`config.mk`:
```
export PLATFORM = sky130hd
export DESIGN_NAME = dadda_mac6x6_acc
export DESIGN_NICKNAME = d
export VERILOG_FILES = /design/src/rtl/dadda_mac6x6_acc.sv
export SDC_FILE = /design/constraint.sdc
export NUM_CORES = 1
export LEC_CHECK = 0
export BUFFER_PORTS_ARGS = -buffer_cell sky130_fd_sc_hd__buf_2
export CAP_MARGIN = 0
export CORE_MARGIN = 3
export CORE_UTILIZATION = 45
export CTS_BUF_LIST = sky130_fd_sc_hd__clkbuf_2 sky130_fd_sc_hd__clkbuf_4 sky130_fd_sc_hd__clkbuf_8
export CTS_CLUSTER_DIAMETER = 100
export DETAILED_ROUTE_END_ITERATION = 16
export GPL_ROUTABILITY_DRIVEN = 0
export PLACE_DENSITY = 0.66
export SYNTH_ARGS = -nofsm -noshare
export SYNTH_HDL_FRONTEND = slang
export SYNTH_SLANG_ARGS = --single-unit
```
`constraint.sdc`:
```
create_clock -name clk -period 5.8 [get_ports clk]
set_input_delay 0.29 -clock clk [delete_from_list [all_inputs] [get_ports clk]]
set_output_delay 0.29 -clock clk [all_outputs]
set_load 0.1 [all_outputs]
```
`src/rtl/dadda_mac6x6_acc.sv`:
```
// Pipelined 6x6 multiply-accumulate stage.
// Operand pairs land in S1, feed a combinational Dadda multiplier, and are summed
// N_TERMS at a time into a saturating dot product presented on a valid/ready output.

module dadda_mul6x6 (
    input  logic [5:0]  a,
    input  logic [5:0]  b,
    output logic [11:0] p
);
    logic [7:0]  col [16];
    logic [7:0]  nxt [16];
    int          h   [16];
    int          nh  [16];
    int          pos;
    int          tgt;
    logic        x, y, z;
    logic [11:0] row0, row1;

    // Column-wise Dadda reduction 6 -> 4 -> 3 -> 2 rows, then a single carry-propagate add
    always_comb begin
        for (int c = 0; c < 16; c++) begin
            col[4'(c)] = '0;
            nxt[4'(c)] = '0;
            h[4'(c)]   = 0;
            nh[4'(c)]  = 0;
        end
        pos  = 0;
        tgt  = 0;
        x    = 1'b0;
        y    = 1'b0;
        z    = 1'b0;
        row0 = '0;
        row1 = '0;

        for (int i = 0; i < 6; i++) begin
            for (int j = 0; j < 6; j++) begin
                col[4'(i + j)][3'(h[4'(i + j)])] = a[3'(i)] & b[3'(j)];
                h[4'(i + j)] = h[4'(i + j)] + 1;
            end
        end

        for (int s = 0; s < 3; s++) begin
            tgt = 4 - s;
            for (int c = 0; c < 16; c++) begin
                nxt[4'(c)] = '0;
                nh[4'(c)]  = 0;
            end
            // column 12 only ever receives carries that are zero for a 12-bit product
            for (int c = 0; c < 12; c++) begin
                pos = 0;
                for (int k = 0; k < 4; k++) begin
                    if (nh[4'(c)] + h[4'(c)] - pos > tgt) begin
                        x = col[4'(c)][3'(pos)];
                        y = col[4'(c)][3'(pos + 1)];
                        if (nh[4'(c)] + h[4'(c)] - pos == tgt + 1) begin
                            nxt[4'(c)][3'(nh[4'(c)])] = x ^ y;
                            nxt[4'(c + 1)][3'(nh[4'(c + 1)])] = x & y;
                            pos = pos + 2;
                        end else begin
                            z = col[4'(c)][3'(pos + 2)];
                            nxt[4'(c)][3'(nh[4'(c)])] = x ^ y ^ z;
                            nxt[4'(c + 1)][3'(nh[4'(c + 1)])] = (x & y) | (z & (x ^ y));
                            pos = pos + 3;
                        end
                        nh[4'(c)]     = nh[4'(c)] + 1;
                        nh[4'(c + 1)] = nh[4'(c + 1)] + 1;
                    end
                end
                for (int k = 0; k < 8; k++) begin
                    if (pos < h[4'(c)]) begin
                        nxt[4'(c)][3'(nh[4'(c)])] = col[4'(c)][3'(pos)];
                        nh[4'(c)] = nh[4'(c)] + 1;
                        pos = pos + 1;
                    end
                end
            end
            for (int c = 0; c < 16; c++) begin
                col[4'(c)] = nxt[4'(c)];
                h[4'(c)]   = nh[4'(c)];
            end
        end

        for (int c = 0; c < 12; c++) begin
            row0[4'(c)] = col[4'(c)][0];
            row1[4'(c)] = col[4'(c)][1];
        end
    end

    assign p = row0 + row1;
endmodule

module dadda_mac6x6_acc #(
    parameter int N_TERMS = 8,
    parameter int ACC_W   = 16
) (
    input  logic             clk,
    input  logic             rst_n,
    input  logic             clr,
    input  logic             in_valid,
    output logic             in_ready,
    input  logic [5:0]       in_a,
    input  logic [5:0]       in_b,
    output logic             out_valid,
    input  logic             out_ready,
    output logic [ACC_W-1:0] out_sum,
    output logic             out_ovf
);
    localparam int               CNT_W    = (N_TERMS > 1) ? $clog2(N_TERMS) : 1;
    localparam logic [CNT_W-1:0] LAST_CNT = CNT_W'(N_TERMS - 1);

    typedef enum logic {ST_EMPTY, ST_FULL} out_state_t;

    out_state_t       state, state_nxt;
    logic             s1_valid;
    logic [5:0]       s1_a, s1_b;
    logic [ACC_W-1:0] acc;
    logic             ovf_acc;
    logic [CNT_W-1:0] cnt;
    logic [11:0]      prod;
    logic [ACC_W:0]   sum_ext;
    logic [ACC_W-1:0] sum_sat;
    logic             sum_ovf;
    logic             last, s1_adv, adv, last_adv, accept;

    dadda_mul6x6 u_mul (
        .a (s1_a),
        .b (s1_b),
        .p (prod)
    );

    // A last term may only leave S1 if the output register can take it
    assign last     = (cnt == LAST_CNT);
    assign s1_adv   = s1_valid & ~(last & out_valid & ~out_ready);
    assign in_ready = clr | ~s1_valid | s1_adv;
    // clr drops both the operand on offer and whatever S1 would have retired
    assign accept   = in_valid & in_ready & ~clr;
    assign adv      = s1_adv & ~clr;
    assign last_adv = adv & last;

    assign sum_ext = {1'b0, acc} + (ACC_W + 1)'(prod);
    assign sum_ovf = sum_ext[ACC_W];
    assign sum_sat = sum_ovf ? '1 : sum_ext[ACC_W-1:0];

    // S1 operand register
    always_ff @(posedge clk or negedge rst_n) begin
        if (!rst_n) begin
            s1_valid <= 1'b0;
            s1_a     <= '0;
            s1_b     <= '0;
        end else if (clr) begin
            s1_valid <= 1'b0;
        end else if (accept) begin
            s1_valid <= 1'b1;
            s1_a     <= in_a;
            s1_b     <= in_b;
        end else if (adv) begin
            s1_valid <= 1'b0;
        end
    end

    // Accumulator, sticky overflow and term counter for the vector in progress
    always_ff @(posedge clk or negedge rst_n) begin
        if (!rst_n) begin
            acc     <= '0;
            ovf_acc <= 1'b0;
            cnt     <= '0;
        end else if (clr) begin
            acc     <= '0;
            ovf_acc <= 1'b0;
            cnt     <= '0;
        end else if (adv) begin
            if (last) begin
                acc     <= '0;
                ovf_acc <= 1'b0;
                cnt     <= '0;
            end else begin
                acc     <= sum_sat;
                ovf_acc <= ovf_acc | sum_ovf;
                cnt     <= cnt + 1'b1;
            end
        end
    end

    // Result data, loaded only when a vector completes
    always_ff @(posedge clk or negedge rst_n) begin
        if (!rst_n) begin
            out_sum <= '0;
            out_ovf <= 1'b0;
        end else if (last_adv) begin
            out_sum <= sum_sat;
            out_ovf <= ovf_acc | sum_ovf;
        end
    end

    // Output FSM state register
    always_ff @(posedge clk or negedge rst_n) begin
        if (!rst_n) state <= ST_EMPTY;
        else        state <= state_nxt;
    end

    // Output FSM next state; a reload while FULL keeps results back-to-back
    always_comb begin
        state_nxt = state;
        case (state)
            ST_EMPTY: if (last_adv) state_nxt = ST_FULL;
            ST_FULL:  if (!last_adv && out_ready) state_nxt = ST_EMPTY;
            default:  state_nxt = ST_EMPTY;
        endcase
    end

    // Output FSM outputs
    always_comb begin
        out_valid = (state == ST_FULL);
    end
endmodule

```
======== Word level (Yosys, flattened, before mapping) ========
Cells that the tools add are included.
word-level totals
  register bits after elaboration ......... 47
  input bits .............................. 17
  output and inout bits ................... 19
  word-level logic and storage cells ...... 80
operators by class
  add/sub/neg operators ................... 3
  equal/unequal tests ..................... 1
  muxes and demuxes ....................... 16
  bitwise operators ....................... 46
  reductions and logical operators ........ 5
operators with widths
  kind                                                            number
  16-bit 2-to-1 mux                                               4
  1-bit AND                                                       30
  16-bit by 12-bit adder with 17-bit output                       1
  3-bit 2-to-1 mux                                                3
  7-bit by 7-bit adder with 8-bit output                          1
  1-bit 2-to-1 mux                                                8
  1-bit bitwise XOR                                               6
  1-bit NOT                                                       5
  1-bit OR                                                        5
  3-bit by 1-bit adder with 3-bit output (second input constant)  1
  3-bit equality test (second input constant)                     1
  3-bit nonzero test                                              1
  1-bit case mux with 2 select lines                              1
  2-bit AND reduction                                             1
  2-bit nonzero test                                              1
  1-bit logical AND                                               1
  1-bit logical NOT                                               1

======== Depth between registers and ports, before layout ========
Gate-level depths: netlist (run 1).
  word-level depth ........................ 11
  depth in mapped cells ................... 16
  gate-level depth less buffers ........... 15

======== Modules after synthesis ========
A second synthesis (run 1) with hierarchy kept.
second synthesis, totals
  cell total of the unflattened synthesis .. 315
  area, all modules ....................... 3054.2 um^2
by module, submodules not included
  module            instances  cells an instance  area an instance (um^2)
  dadda_mac6x6_acc  1          273                2696.3
  dadda_mul6x6      1          42                 357.8

======== Worst setup path before layout (run 1) ========
OpenSTA, ideal clock, no wires.
  kind .................................... flip-flop to flip-flop
  start ................................... reg s1_a[0]
  end ..................................... reg out_sum[11]
  library setup time ...................... 137 ps
  arrival ................................. 3492 ps
  data required time ...................... 5663 ps
  path slack .............................. 2170 ps
  cell stages (with the launch flop) ...... 16
  path buffers ............................ 0
  cell sequence ........................... dfrtp_1 -> and2_1 -> ha_1 -> inv_1 -> fa_1 -> inv_1 -> ha_1 -> a21oi_1 -> nor2_1 -> a41o_1 -> ha_1 -> a21oi_1 -> nor4b_1 -> a211o_2 -> nor2_1 -> a31oi_1
between the ends
  cells in the longest elaborated chain, start to end .. 8
  elaborated cells between the ends (all ways) .. 17
  those cells by class .................... 2 x add/sub; 1 x mux; 14 x bitwise
RTL lines
  element                                        line  source
  from (decl)                                    115   logic [5:0] s1_a, s1_b;
  from (signal assigned)                         154   s1_a <= in_a;
  1-bit AND                                      37    col[4'(i + j)][3'(h[4'(i + j)])] = a[3'(i)] & b[3'(j)];
  1-bit bitwise XOR (2 in series)                --
  1-bit AND                                      62    nxt[4'(c + 1)][3'(nh[4'(c + 1)])] = (x & y) | (z & (x ^ y));
  1-bit OR                                       62
  7-bit by 7-bit adder with 8-bit output (*)     89    assign p = row0 + row1;
  16-bit by 12-bit adder with 17-bit output (*)  140   assign sum_ext = {1'b0, acc} + (ACC_W + 1)'(prod);
  16-bit 2-to-1 mux (*)                          142   assign sum_sat = sum_ovf ? '1 : sum_ext[ACC_W-1:0];
  to (signal assigned)                           190   out_sum <= sum_sat;
  to (decl)                                      105   output logic [ACC_W-1:0] out_sum,
Mark *: on every way between the ends. The rest lies on a longest branch, timed or not.
A chain may end at the register's enable or synchronous reset.

======== Final worst setup path (run 1) ========
  start ................................... reg s1_a[0]
  end ..................................... reg out_sum[13]
Same word-level chain as after synthesis.

==> metrics.txt, run 1 <==
# TYPE chip_impl_metric gauge
chip_impl_metric{name="ys_async_sr_fraction",unit="%"} 100.0
chip_impl_metric{name="final_design_area_no_fill",unit="mm2"} 0.003089
chip_impl_metric{name="grt_start_max_net_pins",unit=""} 48
chip_impl_metric{name="grt_pass1_vias",unit=""} 2140
chip_impl_metric{name="synth_top_area_share",unit="%"} 42.19
chip_impl_metric{name="post_cts_buffers",unit=""} 0
chip_impl_metric{name="avgViaCountPerCell",unit=""} 5.596
chip_impl_metric{name="post_dp_cell_area",unit="mm2"} 0.002977
chip_impl_metric{name="drt_drc_violations_left",unit=""} 0
chip_impl_metric{name="clock-sinks",unit=""} 47
chip_impl_info{name="synth_top_family_by_area",value="simple AND/OR/NAND/NOR gates"} 1
chip_impl_info{name="rr_endpoint",value="out_sum[13]$_DFFE_PN0P_"} 1
chip_impl_metric{name="synth_mux_area_share",unit="%"} 3.232
chip_impl_metric{name="timing.clock.skew",unit="ns"} 0.01328
chip_impl_metric{name="final_antenna_net_count",unit=""} 0
chip_impl_metric{name="synth-edff-count",unit=""} 0
chip_impl_metric{name="overflow",unit=""} 0
chip_impl_metric{name="die_x",unit="um"} 84.71
chip_impl_metric{name="post-route-period-util",unit="%"} 73.77
chip_impl_metric{name="coreArea",unit="mm2"} 0.005956
chip_impl_metric{name="finish.net_count",unit=""} 355
chip_impl_metric{name="grt_antenna_before_repair",unit=""} 0
chip_impl_metric{name="cp_data_required_time",unit="ns"} 5.96
chip_impl_metric{name="synth_fa_ha_area_share",unit="%"} 10.05
chip_impl_metric{name="design.die.area",unit="mm2"} 0.007175
chip_impl_metric{name="floorplan.initialDensity",unit="%"} 46.81
chip_impl_metric{name="worst_r2r_path_depth",unit=""} 15
chip_impl_metric{name="synth_cell_types",unit=""} 51
chip_impl_metric{name="post_synth_and_or_nand_nor_area_fraction",unit="%"} 19.43
chip_impl_metric{name="postCtsHoldBufs",unit=""} 0
chip_impl_metric{name="setup_viol",unit=""} 0
chip_impl_metric{name="register_bit_count_reported_by_yosys",unit=""} 47
chip_impl_metric{name="drive_above_1_share",unit="%"} 17.87
chip_impl_metric{name="relSlewSlack",unit="%"} 30.51
chip_impl_metric{name="seq_area_frac_synth",unit="%"} 42.19
chip_impl_info{name="yosys-top-cells-area",value="dfrtp_1 (42%), ha_1 (7.2%), nand2_1 (4.8%)"} 1
chip_impl_metric{name="flow.area_growth_from_synthesis",unit="%"} 10.82
chip_impl_metric{name="place.port_buffers",unit=""} 31
chip_impl_metric{name="power_per_cell_area",unit="mW/mm2"} 280.2
chip_impl_metric{name="max-clock-path-buffers",unit=""} 2
chip_impl_metric{name="grt_use_total",unit="%"} 16.88
chip_impl_metric{name="iteration_0_drc_count_of_the_detailed_router",unit=""} 115
chip_impl_metric{name="yosys_warnings",unit=""} 0
chip_impl_metric{name="synth_xor_area_share",unit="%"} 3.142
chip_impl_info{name="dominantRegCellSynth",value="dfrtp_1"} 1
chip_impl_metric{name="finalHoldViolCount",unit=""} 0
chip_impl_metric{name="cts_inserted_buffers",unit=""} 5
chip_impl_info{name="crit_type",value="reg2reg"} 1
chip_impl_info{name="cts_tree",value="done"} 1
chip_impl_metric{name="max_cap_violations",unit=""} 0
chip_impl_metric{name="fin_ws",unit="ns"} 1.521
chip_impl_metric{name="wl_per_cell",unit="um"} 14.52
chip_impl_info{name="rsz0062_at_grt",value="false"} 1
chip_impl_info{name="critPathCaptureType",value="register"} 1
chip_impl_metric{name="detailroute.via_count",unit=""} 2205
chip_impl_metric{name="dp.final_hpwl",unit="mm"} 4.122
chip_impl_metric{name="mapped_cell_area",unit="mm2"} 0.002788
chip_impl_metric{name="cp_data_arrival_time",unit="ns"} 4.44
chip_impl_metric{name="critical_path_peak_fanout",unit=""} 12
chip_impl_metric{name="die_h",unit="um"} 84.71
chip_impl_metric{name="num_rows",unit=""} 28
chip_impl_metric{name="htreeDepth",unit=""} 2
chip_impl_metric{name="totalNegativeSetupSlack",unit="ns"} 0
chip_impl_metric{name="max_freq",unit="MHz"} 233.7
chip_impl_metric{name="rrSetupSlack",unit="ns"} 1.52
chip_impl_metric{name="synthesized_nets",unit=""} 328
chip_impl_info{name="clockRootBuffer",value="clkbuf_8"} 1
chip_impl_info{name="leading_area_contributor_after_synthesis",value="dfrtp_1"} 1
chip_impl_metric{name="postSynthCellCount",unit=""} 291
chip_impl_metric{name="ir_worst_vdd",unit="mV"} 0.1656
chip_impl_metric{name="clk_pin_slew_worst_setup_hold_paths",unit="ns"} 0.09
chip_impl_metric{name="clock_latency_of_the_later_clocked_register_in_the_worst_skew_pair",unit="ns"} 0.31
chip_impl_metric{name="tightest_slew",unit="ns"} 1.042
chip_impl_metric{name="antenna_cells_inserted",unit=""} 0
chip_impl_metric{name="postSynthAreaPerCell",unit="um2"} 9.580
chip_impl_metric{name="grt_pass1_wl",unit="mm"} 9.811
chip_impl_metric{name="report.final.slew_viol_count",unit=""} 0
chip_impl_info{name="classification_of_the_worst_slack_hold_path",value="in2async"} 1
chip_impl_metric{name="ctsResizeCount",unit=""} 0
chip_impl_metric{name="postRouteWirelength",unit="mm"} 5.720
chip_impl_metric{name="leakagePower",unit="uW"} 0.001486
chip_impl_info{name="worst_r2r_startpoint",value="s1_a[0]$_DFFE_PN0P_"} 1
chip_impl_metric{name="drt_first_pass_iters",unit=""} 4
chip_impl_metric{name="dp_slack",unit="ns"} 1.543
chip_impl_info{name="status",value="finished, final reports clean"} 1
chip_impl_metric{name="compound_cell_area_share_of_the_yosys_netlist",unit="%"} 18.45
chip_impl_metric{name="total_power",unit="uW"} 865.5
chip_impl_metric{name="period_needed",unit="ns"} 4.279
chip_impl_metric{name="boundaryPins",unit=""} 36
chip_impl_info{name="startpoint_type",value="register"} 1
-- power breakdown --
group          switching (uW)  internal, uW  total (uW)
clock network             116           128         245
logic                     145           107         252
registers                19.4           349         369
-- cell usage after synthesis (5+ instances only) --
cell and count:
o21ai_0 23, a21oi_1 21, o211ai_1 7, nand4_1 5
dfrtp_1 47, inv_1 6, xor2_1 6, nor2_1 19
a31oi_1 5, mux2_2 8, ha_1 16, and2_1 12
nand2_1 36, nand3_1 8
-- through the flow --
stage | hold slack (ns) | instances | util [%]
floorplan | -0.005591 | 291 | -
global placement | 0.4634 | 386 | 49.98
detailed placement | 0.4691 | 386 | 49.98
CTS | 0.1886 | 394 | 51.87
global route | 0.1971 | 394 | 51.87
finish | 0.1651 | 394 | 51.87
-- logic make-up after synthesis --
family                   Yosys count
XOR/XNOR                          10
AO/OA/AOI/OAI                     80
multiplexers                       8
buffers and inverters             19
adder cells (fa/ha/maj)           20
flip-flops                        47
AND/OR/NAND/NOR                  107
-- sequential cells by signal, summed over array words and instances, names as in the netlist --
signal,cells
acc,16
cnt,3
out_ovf,1
out_sum,16
out_valid,1
ovf_acc,1
s1_a,4
s1_b,4
s1_valid,1
-- worst max-delay path by stage --
stage / from / to / slack, ns / depth (start not counted)
after global routing: s1_a[0]$_DFFE_PN0P_ / out_sum[11]$_DFFE_PN0P_ / 1.30 / 15
after CTS: s1_a[0]$_DFFE_PN0P_ / out_sum[13]$_DFFE_PN0P_ / 1.51 / 15
final: s1_a[0]$_DFFE_PN0P_ / out_sum[13]$_DFFE_PN0P_ / 1.52 / 15
after global placement: s1_a[0]$_DFFE_PN0P_ / out_sum[11]$_DFFE_PN0P_ / 1.60 / 15
after floorplan: s1_a[0]$_DFFE_PN0P_ / out_sum[11]$_DFFE_PN0P_ / 2.17 / 15
after detailed placement: s1_a[0]$_DFFE_PN0P_ / out_sum[13]$_DFFE_PN0P_ / 1.54 / 15
-- layout by cell type (no fill, tap or decap), drive strengths merged, types with 5 or more instances in the layout --
| cell type | Yosys | final |
|---|---|---|
| clkbuf | 6 | 5 |
| xor2 | 6 | 6 |
| nand2 | 36 | 36 |
| ha | 16 | 16 |
| dfrtp | 47 | 47 |
| nor2 | 19 | 19 |
| nand4 | 5 | 5 |
| and2 | 13 | 13 |
| mux2 | 8 | 8 |
| a31oi | 5 | 5 |
| a21oi | 21 | 21 |
| o21ai | 25 | 25 |
| inv | 6 | 6 |
| buf | 7 | 33 |
| o211ai | 8 | 8 |
| nand3 | 8 | 8 |
-- routing by layer --
metal / track usage, % / up-vias / share of wire (%)
li1: - / 1106 / -
met1: 22.99 / 1058 / 50
met2: 27.26 / 36 / 46
met3: 2.748 / 5 / 2.9
met4: 6.043 / 0 / 1.3
met5: 0 / - / 0
-- final cells by class --
cell class,instances,area (um2)
multi-input combinational,225,1514
tap,75,93.84
timing repair buffer,33,170.2
clock inverter,3,43.79
sequential,47,1176
clock buffer,5,68.82
inverter,6,22.52
fill,576,2867
-- critical path, stage by stage, from the launching register on --
cell     delay (ns)
dfrtp_1        0.41
and2_1         0.17
ha_1           0.27
inv_1          0.05
fa_1           0.52
inv_1          0.04
ha_1           0.32
a21oi_1        0.15
nor2_1         0.08
a41o_1         0.26
ha_1           0.35
a21oi_1        0.37
nor4b_1        0.11
a211o_2        0.40
nor2_1         0.46
a31oi_1        0.17
Note: power is estimated with default switching activity, not from simulation.
==> inputs of run 2 (changes only) <==
Clock period 5.8 ns to 4.4 ns, I/O delays scaled along.
==> run 2 against run 1 <==
  * Design area up 0.77%
  * Utilization up 0.40 points
  * Count of clock-buffer cells in the layout is the same
  * Power increased by 32%
  * Non-clock buffer count grew 4
  * First-iteration DRC count rose by 23%
  * Combinational power up 34%
  * Flip-flop and latch count did not move
  * Final cell count rose by 0.76%
  * Critical endpoint is now acc[9]$_DFFE_PN0P_
  * Largest power group unchanged
  * Highest routed layer unchanged
==> metrics.txt, run 2 (synthesis gave the netlist of run 1 again) <==
# TYPE chip_impl_metric gauge
chip_impl_metric{name="coreArea",unit="mm2"} 0.005956
chip_impl_metric{name="die_h",unit="um"} 84.71
chip_impl_metric{name="route.met3.wl",unit="um"} 259
chip_impl_metric{name="antenna_cells_inserted",unit=""} 0
chip_impl_metric{name="flow.area_growth_from_synthesis",unit="%"} 11.67
chip_impl_info{name="worstPathCellList",value="and2_1 > ha_1 > inv_1 > fa_1 > inv_1 > ha_1 > a21oi_1 > xor2_1 > ha_1 > a21oi_1 > o22ai_2 > a211o_2 > buf_4 > o21bai_1 > a22o_1"} 1
chip_impl_metric{name="grt_antenna_before_repair",unit=""} 0
chip_impl_metric{name="clock-sinks",unit=""} 47
chip_impl_metric{name="ctsResizeCount",unit=""} 0
chip_impl_info{name="classification_of_the_worst_slack_hold_path",value="in2async"} 1
chip_impl_metric{name="design.die.area",unit="mm2"} 0.007175
chip_impl_metric{name="place.port_buffers",unit=""} 31
chip_impl_metric{name="report.final.slew_viol_count",unit=""} 0
chip_impl_metric{name="final_antenna_net_count",unit=""} 0
chip_impl_info{name="critPathCaptureType",value="register"} 1
chip_impl_metric{name="cp_data_arrival_time",unit="ns"} 4.20
chip_impl_metric{name="period_needed",unit="ns"} 4.004
chip_impl_info{name="crit_type",value="reg2reg"} 1
chip_impl_metric{name="rrSetupSlack",unit="ns"} 0.40
chip_impl_metric{name="max_cap_violations",unit=""} 0
chip_impl_metric{name="ir_worst_vdd",unit="mV"} 0.1851
chip_impl_metric{name="leakagePower",unit="uW"} 0.001498
chip_impl_metric{name="detailroute.via_count",unit=""} 2213
chip_impl_info{name="cts_tree",value="done"} 1
chip_impl_metric{name="relSlewSlack",unit="%"} 31.32
chip_impl_metric{name="routed-wl-met2",unit="mm"} 2.704
chip_impl_metric{name="clk_pin_slew_worst_setup_hold_paths",unit="ns"} 0.09
chip_impl_metric{name="wl_per_cell",unit="um"} 14.86
chip_impl_info{name="critical_path.most_common_cell",value="ha_1"} 1
chip_impl_metric{name="setup_viol",unit=""} 0
chip_impl_info{name="critPathLaunch",value="s1_a[0]$_DFFE_PN0P_"} 1
chip_impl_metric{name="count_of_filler_cells_inserted_in_the_layout",unit=""} 575
chip_impl_info{name="clockRootBuffer",value="clkbuf_8"} 1
chip_impl_metric{name="num_rows",unit=""} 28
chip_impl_metric{name="drive_above_1_share",unit="%"} 18.63
chip_impl_metric{name="dp.final_hpwl",unit="mm"} 4.210
chip_impl_metric{name="max_freq",unit="MHz"} 249.8
chip_impl_metric{name="max-clock-path-buffers",unit=""} 2
chip_impl_info{name="worst_r2r_startpoint",value="s1_a[0]$_DFFE_PN0P_"} 1
chip_impl_metric{name="finalHoldViolCount",unit=""} 0
chip_impl_info{name="rsz0062_at_grt",value="false"} 1
chip_impl_metric{name="floorplan.initialDensity",unit="%"} 46.81
chip_impl_info{name="commonest_cells_after_routing_fill_and_taps_aside",value="dfrtp_1 (47), nand2_1 (36), buf_2 (31)"} 1
chip_impl_info{name="largestRegisters",value="acc (16), out_sum (16)"} 1
chip_impl_metric{name="timing.clock.skew",unit="ns"} 0.01287
chip_impl_metric{name="postCtsHoldBufs",unit=""} 0
chip_impl_metric{name="place_inst",unit=""} 390
chip_impl_metric{name="avgViaCountPerCell",unit=""} 5.574
chip_impl_metric{name="post-route-period-util",unit="%"} 91.00
chip_impl_info{name="worst_path_max_delay_cell",value="fa_1"} 1
chip_impl_metric{name="htreeDepth",unit=""} 2
chip_impl_metric{name="worst_r2r_path_depth",unit=""} 15
chip_impl_metric{name="overflow",unit=""} 0
chip_impl_metric{name="clock_latency_of_the_later_clocked_register_in_the_worst_skew_pair",unit="ns"} 0.31
chip_impl_metric{name="route.layer.met1.wl",unit="mm"} 2.868
chip_impl_info{name="rr_endpoint",value="acc[9]$_DFFE_PN0P_"} 1
chip_impl_metric{name="drt_first_pass_iters",unit=""} 4
chip_impl_metric{name="postRouteWirelength",unit="mm"} 5.900
chip_impl_metric{name="critical_path_peak_fanout",unit=""} 11
chip_impl_metric{name="totalNegativeSetupSlack",unit="ns"} 0
chip_impl_metric{name="die_x",unit="um"} 84.71
chip_impl_metric{name="tightest_slew",unit="ns"} 1.030
chip_impl_metric{name="power_per_cell_area",unit="mW/mm2"} 365.6
chip_impl_metric{name="grt_pass1_vias",unit=""} 2191
chip_impl_metric{name="cts_inserted_buffers",unit=""} 5
chip_impl_metric{name="iteration_0_drc_count_of_the_detailed_router",unit=""} 141
chip_impl_metric{name="layout.cells.non_filler",unit=""} 397
chip_impl_metric{name="grt_pass1_wl",unit="mm"} 10.27
chip_impl_metric{name="grt_start_max_net_pins",unit=""} 48
chip_impl_metric{name="cp_data_required_time",unit="ns"} 4.60
chip_impl_metric{name="post_cts_buffers",unit=""} 0
chip_impl_info{name="startpoint_type",value="register"} 1
chip_impl_metric{name="finish.net_count",unit=""} 359
chip_impl_info{name="dr.max_layer_used",value="met4"} 1
chip_impl_info{name="layout_commonest_cell",value="dfrtp_1"} 1
chip_impl_metric{name="grt_use_total",unit="%"} 17.59
chip_impl_metric{name="boundaryPins",unit=""} 36
chip_impl_metric{name="drt_drc_violations_left",unit=""} 0
chip_impl_metric{name="critical_path.max_stage_delay",unit="ns"} 0.53
chip_impl_info{name="status",value="finished, final reports clean"} 1
## run 2: changes by cell type in the layout (fill, tap and decap cells not counted)
cell        delta
buf_4          +4
clkinv_2       -1
clkinv_4       -1
clkinvlp_4     +1
## run 2: critical path, delay by kind of cell (launching register included)
family / cells / cell delay, ns
fa+ha+maj: 4 / 1.42
flops: 1 / 0.42
buf+inv: 3 / 0.27
compound gates: 6 / 1.43
simple gates: 1 / 0.17
xor+xnor: 1 / 0.17
## run 2: power breakdown
| part | leakage, uW | total (uW) | internal (uW) | switching [uW] |
|---|---|---|---|---|
| clock | 0.0000502 | 315 | 166 | 149 |
| sequential | 0.000635 | 486 | 460 | 25.3 |
| combinational | 0.000812 | 338 | 142 | 195 |
| total | 0.00150 | 1140 | 769 | 369 |
## run 2: metal layers
layer | vias to the layer above | track usage (%)
met5 | - | 0
met4 | 0 | 5.324
met3 | 6 | 3.435
met2 | 49 | 28.68
met1 | 1043 | 23.79
li1 | 1115 | -
## run 2: cell type report
type / count / area, um2 / share of cell area (%)
clock buffers: 5 / 68.82 / 2.211
clock inverters: 2 / 37.54 / 1.206
inverters: 6 / 22.52 / 0.7235
multi-input cells: 225 / 1514 / 48.63
flip-flops and latches: 47 / 1176 / 37.78
well taps: 75 / 93.84 / 3.014
repair buffers: 37 / 200.2 / 6.431
## run 2: worst max path at each step
stage,to,depth (start not counted)
after CTS,acc[9]$_DFFE_PN0P_,15
after global placement,acc[9]$_DFFE_PN0P_,15
final,acc[9]$_DFFE_PN0P_,15
after global routing,out_sum[15]$_DFFE_PN0P_,15
after floorplan,out_sum[11]$_DFFE_PN0P_,15
after detailed placement,acc[9]$_DFFE_PN0P_,15
## run 2: through the flow
step / area [um2] / total power [uW] / utilization, % / worst slack, ns / hold slack [ns]
after floorplan: 2788 / 754.5 / - / 0.7704 / -0.07559
after global placement: 3007 / 822.6 / 50.48 / 0.4844 / 0.4239
after detailed placement: 3007 / 832.2 / 50.48 / 0.4239 / 0.4260
after CTS: 3113 / 1151 / 52.27 / 0.3928 / 0.09654
after global routing: 3113 / 1230 / 52.27 / 0.1370 / 0.09554
final: 3113 / 1138 / 52.27 / 0.3961 / 0.08659
==> inputs of run 3 (changes only) <==
Settings changed: MAX_ROUTING_LAYER set to met4.
==> run 3 against run 2 <==
  * Sequential share of layout area did not move
  * Largest cell class unchanged
  * First-iteration DRC count fell by 5.0%
  * Via count barely moved
  * Critical path type unchanged
  * Final cell count did not move
  * Routed wire length barely moved
  * Highest routed layer unchanged
==> metrics.txt, run 3 (synthesis gave the netlist of run 1 again) <==
# TYPE chip_impl_metric gauge
chip_impl_info{name="startpoint_type",value="register"} 1
chip_impl_metric{name="leakagePower",unit="uW"} 0.001498
chip_impl_metric{name="timing.clock.skew",unit="ns"} 0.01287
chip_impl_metric{name="total_power",unit="uW"} 1138
chip_impl_metric{name="flow.area_growth_from_synthesis",unit="%"} 11.67
chip_impl_metric{name="grt_start_max_net_pins",unit=""} 48
chip_impl_metric{name="overflow",unit=""} 0
chip_impl_metric{name="post_cts_buffers",unit=""} 0
chip_impl_metric{name="count_of_filler_cells_inserted_in_the_layout",unit=""} 575
chip_impl_metric{name="iteration_0_drc_count_of_the_detailed_router",unit=""} 134
chip_impl_metric{name="floorplan.initialDensity",unit="%"} 46.81
chip_impl_metric{name="ctsResizeCount",unit=""} 0
chip_impl_metric{name="worst_r2r_path_depth",unit=""} 15
chip_impl_metric{name="totalNegativeSetupSlack",unit="ns"} 0
chip_impl_metric{name="rrSetupSlack",unit="ns"} 0.40
chip_impl_metric{name="critical_path_peak_fanout",unit=""} 11
chip_impl_metric{name="htreeDepth",unit=""} 2
chip_impl_metric{name="grt_use_total",unit="%"} 18.21
chip_impl_metric{name="drt_first_pass_iters",unit=""} 4
chip_impl_info{name="rsz0062_at_grt",value="false"} 1
chip_impl_metric{name="clk_pin_slew_worst_setup_hold_paths",unit="ns"} 0.09
chip_impl_metric{name="max-clock-path-buffers",unit=""} 2
chip_impl_metric{name="design.die.area",unit="mm2"} 0.007175
chip_impl_info{name="critical_path.most_common_cell",value="ha_1"} 1
chip_impl_info{name="rr_endpoint",value="acc[9]$_DFFE_PN0P_"} 1
chip_impl_info{name="layout_commonest_cell",value="dfrtp_1"} 1
chip_impl_metric{name="boundaryPins",unit=""} 36
chip_impl_metric{name="num_rows",unit=""} 28
chip_impl_metric{name="wl_per_cell",unit="um"} 14.87
chip_impl_metric{name="final_design_area_no_fill",unit="mm2"} 0.003113
chip_impl_metric{name="area_occupied_by_multi_input_gates",unit="mm2"} 0.001514
chip_impl_metric{name="cp.buffers_inverters",unit=""} 3
chip_impl_metric{name="place.port_buffers",unit=""} 31
chip_impl_metric{name="die_x",unit="um"} 84.71
chip_impl_info{name="clockRootBuffer",value="clkbuf_8"} 1
chip_impl_info{name="cts_tree",value="done"} 1
chip_impl_metric{name="cp_data_required_time",unit="ns"} 4.60
chip_impl_metric{name="detailroute.via_count",unit=""} 2212
chip_impl_metric{name="final.hold.worst_slack",unit="ns"} 0.08658
chip_impl_metric{name="critical_path.max_stage_delay",unit="ns"} 0.53
chip_impl_metric{name="postCtsHoldBufs",unit=""} 0
chip_impl_metric{name="antenna_cells_inserted",unit=""} 0
chip_impl_metric{name="power_per_cell_area",unit="mW/mm2"} 365.6
chip_impl_metric{name="cts_inserted_buffers",unit=""} 5
chip_impl_metric{name="cp_data_arrival_time",unit="ns"} 4.20
chip_impl_info{name="worstPathCellList",value="and2_1 > ha_1 > inv_1 > fa_1 > inv_1 > ha_1 > a21oi_1 > xor2_1 > ha_1 > a21oi_1 > o22ai_2 > a211o_2 > buf_4 > o21bai_1 > a22o_1"} 1
chip_impl_metric{name="layout.cells.non_filler",unit=""} 397
chip_impl_metric{name="period_needed",unit="ns"} 4.003
chip_impl_metric{name="final_antenna_net_count",unit=""} 0
chip_impl_metric{name="grt_antenna_before_repair",unit=""} 0
chip_impl_metric{name="drt_drc_violations_left",unit=""} 0
chip_impl_metric{name="clock-sinks",unit=""} 47
chip_impl_info{name="status",value="finished, final reports clean"} 1
chip_impl_metric{name="sequential_cell_area",unit="mm2"} 0.001176
chip_impl_metric{name="post-route-period-util",unit="%"} 90.97
chip_impl_metric{name="avgViaCountPerCell",unit=""} 5.572
chip_impl_metric{name="post_dp_cell_area",unit="mm2"} 0.003007
chip_impl_info{name="crit_type",value="reg2reg"} 1
chip_impl_metric{name="clock_latency_of_the_later_clocked_register_in_the_worst_skew_pair",unit="ns"} 0.31
chip_impl_metric{name="ir_worst_vdd",unit="mV"} 0.1851
chip_impl_metric{name="grt_pass1_wl",unit="mm"} 10.30
chip_impl_metric{name="die_h",unit="um"} 84.71
chip_impl_info{name="worst_path_max_delay_cell",value="fa_1"} 1
chip_impl_metric{name="max_cap_violations",unit=""} 0
chip_impl_info{name="classification_of_the_worst_slack_hold_path",value="in2async"} 1
chip_impl_info{name="critPathCaptureType",value="register"} 1
chip_impl_metric{name="postRouteWirelength",unit="mm"} 5.904
chip_impl_metric{name="tightest_slew",unit="ns"} 1.030
chip_impl_metric{name="finish.net_count",unit=""} 359
chip_impl_info{name="largestRegisters",value="acc (16), out_sum (16)"} 1
chip_impl_metric{name="setup_viol",unit=""} 0
chip_impl_metric{name="report.final.slew_viol_count",unit=""} 0
chip_impl_metric{name="drive_above_1_share",unit="%"} 18.63
chip_impl_metric{name="finalHoldViolCount",unit=""} 0
chip_impl_metric{name="coreArea",unit="mm2"} 0.005956
chip_impl_metric{name="place_inst",unit=""} 390
chip_impl_metric{name="grt_pass1_vias",unit=""} 2187
chip_impl_metric{name="dp.final_hpwl",unit="mm"} 4.210
chip_impl_info{name="crit_family",value="compound AO/OA/AOI/OAI gates"} 1
chip_impl_metric{name="relSlewSlack",unit="%"} 31.32
chip_impl_info{name="commonest_cells_after_routing_fill_and_taps_aside",value="dfrtp_1 (47), nand2_1 (36), buf_2 (31)"} 1
chip_impl_info{name="worst_r2r_startpoint",value="s1_a[0]$_DFFE_PN0P_"} 1
chip_impl_metric{name="max_freq",unit="MHz"} 249.8
chip_impl_info{name="critPathLaunch",value="s1_a[0]$_DFFE_PN0P_"} 1
run 3: cell counts in the layout (fill, tap and decap cells not counted):
No cell type changed its count.
run 3: report_power, final:
group          switching, uW  internal [uW]  total [uW]
clock                    149            166         315
sequential              25.3            460         486
combinational            195            142         338
run 3: how the worst max path moves through the flow:
| stage | endpoint | slack [ns] | depth (start not counted) |
|---|---|---|---|
| global placement | acc[9]$_DFFE_PN0P_ | 0.48 | 15 |
| global route | out_sum[15]$_DFFE_PN0P_ | 0.13 | 15 |
| CTS | acc[9]$_DFFE_PN0P_ | 0.39 | 15 |
| finish | acc[9]$_DFFE_PN0P_ | 0.40 | 15 |
| detailed placement | acc[9]$_DFFE_PN0P_ | 0.42 | 15 |
| floorplan | out_sum[11]$_DFFE_PN0P_ | 0.77 | 15 |
run 3: final cells by class:
type | count | area share (%)
clock buffers | 5 | 2.211
repair buffers | 37 | 6.431
well taps | 75 | 3.014
flip-flops and latches | 47 | 37.78
inverters | 6 | 0.7235
multi-input cells | 225 | 48.63
clock inverters | 2 | 1.206
run 3: per-layer routing:
metal / GRT usage (%) / part of all wire (%) / up-vias
li1: - / - / 1115
met5: - / 0 / -
met3: 3.337 / 4.3 / 6
met1: 24.11 / 49 / 1042
met4: 5.324 / 1.1 / 0
met2: 28.68 / 46 / 49
run 3: through the flow:
| stage | util, % | worst slack [ns] |
|---|---|---|
| final | 52.27 | 0.3974 |
| after global routing | 52.27 | 0.1327 |
| after CTS | 52.27 | 0.3928 |
| after detailed placement | 50.48 | 0.4239 |
| after global placement | 50.48 | 0.4844 |
| after floorplan | - | 0.7704 |
